File: config.mk
export PLATFORM = sky130hd
export DESIGN_NAME = id_ex_stage
export DESIGN_NICKNAME = d
export VERILOG_FILES = /design/src/rtl/id_ex_stage.sv
export SDC_FILE = /design/constraint.sdc
export NUM_CORES = 1
export LEC_CHECK = 0
export CAP_MARGIN = 5
export CORE_MARGIN = 5
export CORE_UTILIZATION = 40
export DETAILED_ROUTE_END_ITERATION = 8
export PLACE_DENSITY = 0.8
export SYNTH_ARGS = -nofsm -noshare
export SYNTH_HDL_FRONTEND = slang
export SYNTH_SLANG_ARGS = --single-unit
File: constraint.sdc
create_clock -name clk_i -period 5 [get_ports clk_i]
set_input_delay 1.25 -clock clk_i [delete_from_list [all_inputs] [get_ports clk_i]]
set_output_delay 1.25 -clock clk_i [all_outputs]
set_load 0.05 [all_outputs]
File: src/rtl/id_ex_stage.sv
// ID/EX pipeline register with load-use hazard detection, flush/stall control
// and a saturating count of inserted bubbles.
module id_ex_stage (
    input  logic        clk_i,
    input  logic        rst_n_i,
    input  logic [7:0]  Control_i,
    input  logic [31:0] RS1data_i,
    input  logic [31:0] RS2data_i,
    input  logic [31:0] SignExt_i,
    input  logic [4:0]  RSaddr_i,
    input  logic [4:0]  RTaddr_i,
    input  logic [4:0]  RDaddr_i,
    input  logic [5:0]  Funct_i,
    input  logic        Stall_i,
    input  logic        Flush_i,
    output logic [7:0]  Control_o,
    output logic [31:0] RS1data_o,
    output logic [31:0] RS2data_o,
    output logic [31:0] SignExt_o,
    output logic [4:0]  RSaddr_o,
    output logic [4:0]  RTaddr_o,
    output logic [4:0]  RDaddr_o,
    output logic [5:0]  Funct_o,
    output logic        HazardStall_o,
    output logic        PCWrite_o,
    output logic        IFIDWrite_o,
    output logic [15:0] BubbleCnt_o
);

    localparam int unsigned CTRL_W    = 8;
    localparam int unsigned CNT_W     = 16;
    localparam int unsigned MEM_READ  = 2;
    localparam logic [CNT_W-1:0] CNT_MAX = '1;

    logic bubble_c;
    logic rt_nonzero_c;
    logic rt_match_c;

    // Load in EX whose destination is read by the instruction now in ID.
    always_comb begin
        rt_nonzero_c  = (RTaddr_o != 5'd0);
        rt_match_c    = (RTaddr_o == RSaddr_i) || (RTaddr_o == RTaddr_i);
        HazardStall_o = Control_o[MEM_READ] && rt_nonzero_c && rt_match_c;
        PCWrite_o     = ~HazardStall_o;
        IFIDWrite_o   = ~HazardStall_o;
        bubble_c      = Flush_i || HazardStall_o;
    end

    // Stall freezes everything; a bubble only zeroes the control word.
    always_ff @(posedge clk_i or negedge rst_n_i) begin
        if (!rst_n_i) begin
            Control_o <= '0;
            RS1data_o <= '0;
            RS2data_o <= '0;
            SignExt_o <= '0;
            RSaddr_o  <= '0;
            RTaddr_o  <= '0;
            RDaddr_o  <= '0;
            Funct_o   <= '0;
        end else if (!Stall_i) begin
            Control_o <= bubble_c ? CTRL_W'(0) : Control_i;
            RS1data_o <= RS1data_i;
            RS2data_o <= RS2data_i;
            SignExt_o <= SignExt_i;
            RSaddr_o  <= RSaddr_i;
            RTaddr_o  <= RTaddr_i;
            RDaddr_o  <= RDaddr_i;
            Funct_o   <= Funct_i;
        end
    end

    // One count per bubble edge, regardless of how many causes coincide.
    always_ff @(posedge clk_i or negedge rst_n_i) begin
        if (!rst_n_i) begin
            BubbleCnt_o <= '0;
        end else if (!Stall_i && bubble_c && (BubbleCnt_o != CNT_MAX)) begin
            BubbleCnt_o <= BubbleCnt_o + CNT_W'(1);
        end
    end

endmodule

# Word-level counts from Yosys, hierarchy flattened
# Index checks and enable logic that the tools add are counted.
# classes
add_sub_neg	1
mul	0
div_mod_pow	0
order_cmp	0
eq_ne	3
shift	0
mux	1
bitwise	1
n_reduce_logical	8
# op_table
operator	count
$add A16 B1 Y16 const B	1
$ne A16 B16 Y1 const B	1
$eq A5 B5 Y1	2
$mux W8	1
$reduce_bool A5 Y1	1
$logic_and A1 B1 Y1	4
$logic_or A1 B1 Y1	2
$logic_not A1 Y1	1
$not A1 Y1	1
# word_totals
regBits	141
latch_bits	0
ram_bits	0
romBits	0
output_inout_bits	144
n_memories	0

# Longest topological paths before layout
# depth
ltp_word	6
mapped_depth	8

# Worst setup path before layout
# No wires, ideal clock.
# synth_path
kind	input -> output
from	input port RSaddr_i[4]
to	output port HazardStall_o
t_arrival_ns	2.506
t_required_ns	3.750
path_slack_ns	1.244
cell_stages	5
n_path_buf	0
path_cell_list	xnor2_1 -> nand3_1 -> o22ai_2 -> nand2_1 -> inv_1
# synth_between
elab_chain_cells	3
# synth_lines
item	line_no	rtl
start: declaration	10	input logic [4:0] RSaddr_i,
$eq A5 B5 Y1	42	rt_match_c = (RTaddr_o == RSaddr_i) || (RTaddr_o == RTaddr_i);
$logic_or A1 B1 Y1	42	
$logic_and A1 B1 Y1	43	HazardStall_o = Control_o[MEM_READ] && rt_nonzero_c && rt_match_c;
end: declaration	24	output logic HazardStall_o,
# Every way passes these cells.

# Final worst setup path
# layout_path
from	input port RSaddr_i[2]
to	output port HazardStall_o
# The elaborated chain is that of the path after synthesis.

==> flow_summary.ini <==
[finish]
multiInputGateArea_sq_um = 1930
nFillCells = 1015
finalNonFillerCells = 841
syn_to_final_growth_pct = 63.4
drive_gt1_frac = 0.239
post-route-util = 0.661
final_nets = 778
n_antenna_cell = 0
stdcell_area_sq_um = 9060
final_cell_mix = clkdlybuf4s50_1 (270), dfrtp_1 (141), mux2_2 (118)
regArea_sq_um = 3530
layout.cells.most_common = clkdlybuf4s50_1

[grt]
use_met2 = 0.330
grtUsageTotal = 0.190
grt-ovfl-total = 0
grt_max_degree = 70
use_met3 = 0.0854
antenna_found_initial = 0
grt_pass1_wl_mm = 24.0
first_global_vias = 4485
busiest_layer = met2
use_met1 = 0.199

[floorplan]
fp.dieW_um = 128
core_area_sq_um = 13700
die_h_um = 128
start_util = 0.404
dieArea_sq_um = 16300
io_pins = 273
num_rows = 43

[worst_setup_path]
r2r_cells = 6
arrival_ns = 3.33
worst_ep_required_time_ns = 3.75
crit_path_end_kind = output pin
criticalPathCategory = in -> out
start_kind = input pin
r2r_slack_ns = 3.09
crit_fanout = 3

[clock_network]
cts_tree = done
postCtsResizedCells = 0
htreeDepth = 4
clkSinkCount = 141
cts_made_buffers = 17
cts_max_path_buffers = 2
root_buffer = clkbuf_16
clk_latency_ns = 0.42
clkTransAtPathRegs_ns = 0.06
post-cts-setup-buffer-count = 0
ctsHoldBuffers = 0

[placement]
hpwl_mm = 11.3
place_ws_ns = 0.409
dp.cells = 809
placedInstanceArea_sq_um = 8440
gp_congestion = 0.808
port-buffer-count = 272

[routing]
vias_per_cell = 4.76
route.detailed.drc = 0
firstDrtPassIters = 4
wl_per_cell_um = 17.9
drtIter0Drc = 120
vias = 4000
antenna_left = 0
wl_mm = 15.0

[timing]
min_period_over_period = 0.917
holdWs_ns = 0.484
clock.fmax_mhz = 218
fin_skew_ns = 0.00586
rsz0062_at_grt = no
min_period_ns = 4.58
layout_setup_ws_ns = 0.417
drv_slew = 0
final.setup.tns_ns = 0
slew-limit-headroom = 0.424
setup_viol = 0
finalHoldViolations = 0
tightest_slew_ns = 0.864

[yosys]
synth_top_family_by_area = multiplexers
synth.distinct_cells = 26
syn_nets = 502
yosysTopAreaCell = dfrtp_1
seq_area_frac_synth = 0.636
synth_warnings = 0
synth-simple-area-share = 0.0492
syn_area_sq_um = 5550
synth_adder_area_share = 0.00225
synth.mux.area_fraction = 0.239
avgSynthCellArea_sq_um = 14.9
syn_inst = 372
yosys-top-cells-area = dfrtp_1 (64%), mux2_2 (24%), xnor2_1 (3.2%)
synth_top_area_frac = 0.636
synth-compound-area-share = 0.0167
yosys_register_bits = 141
synth-xor-area-share = 0.0395

[flow_run]
max_cap_viol_count = 0

[worst_hold_path]
holdPathStages = 1
hold_path_class = reg -> reg

[pwr]
power_mw = 3.68
powerDensity_nw_per_um2 = 405
peakVddDrop_mv = 0.235
leakagePower_nw = 3.73

[run_status]
outcome = finished, final reports clean
## routing by layer
layer,share of wire,vias up
met4,0.026,0
met1,0.35,1952
li1,-,1845
met2,0.52,172
met3,0.10,31
met5,0,-
## cells by family (layout without fill, tap and decap cells)
family          count (synthesis)  after routing
compound gates                 12             12
flops                         141            141
simple gates                   56             56
fa+ha+maj                       1              1
buf+inv                        19            308
xor+xnor                       25             25
mux                           118            118
## flip-flops by register name (all words and copies together), names as in the netlist
signal,count
RTaddr_o,5
RSaddr_o,5
Control_o,8
RS1data_o,32
RS2data_o,32
Funct_o,6
RDaddr_o,5
BubbleCnt_o,16
SignExt_o,32
## path summary, 6_finish.rpt
check	from	endpoint
max	RSaddr_i[2]	HazardStall_o
min	BubbleCnt_o[4]	BubbleCnt_o[4]
max reg2reg	RTaddr_o[1]	BubbleCnt_o[13]
min reg2reg	BubbleCnt_o[4]	BubbleCnt_o[4]
max in group asynchronous	rst_n_i	RS1data_o[2]
min in group asynchronous	rst_n_i	SignExt_o[23]
## layout make-up
class                      instances  area share
clock inverter                    11      0.0182
tap                              180      0.0248
sequential                       141       0.389
timing repair buffer             275       0.304
clock buffer                      21      0.0508
multi-input combinational        212       0.212
inverter                           1    0.000414
## synthesized netlist by cell type
library cell    n
nand4_1        10
mux2_2        118
inv_1           1
o21ba_4         1
o21ai_0         6
and2_1          3
ha_1            1
buf_2           7
o22ai_2         1
nor3_1          2
o21ai_1         2
nand2_1        24
nand3_1         5
and4_1          1
clkbuf_1        4
buf_1           4
buf_6           1
xor2_1          5
and3_1          3
o221ai_2        1
nor3b_2         1
a21oi_2         1
xnor2_1        20
dfrtp_1       141
buf_4           2
nor2_1          7
## worst max-delay path, cell delays in order
cell,delay (ns)
clkdlybuf4s50_1,0.50
xnor2_1,0.13
nand3_1,0.12
o22ai_2,0.29
nand2_1,0.16
inv_1,0.08
clkdlybuf4s50_1,0.80
## report_power, final
group	leakage, nW	internal [mW]	switching [mW]
clock network	0.295	0.857	0.460
registers	1.69	1.26	0.0822
logic	1.75	0.403	0.611
total	3.73	2.52	1.15
Note: power is estimated with default switching activity, not from simulation.
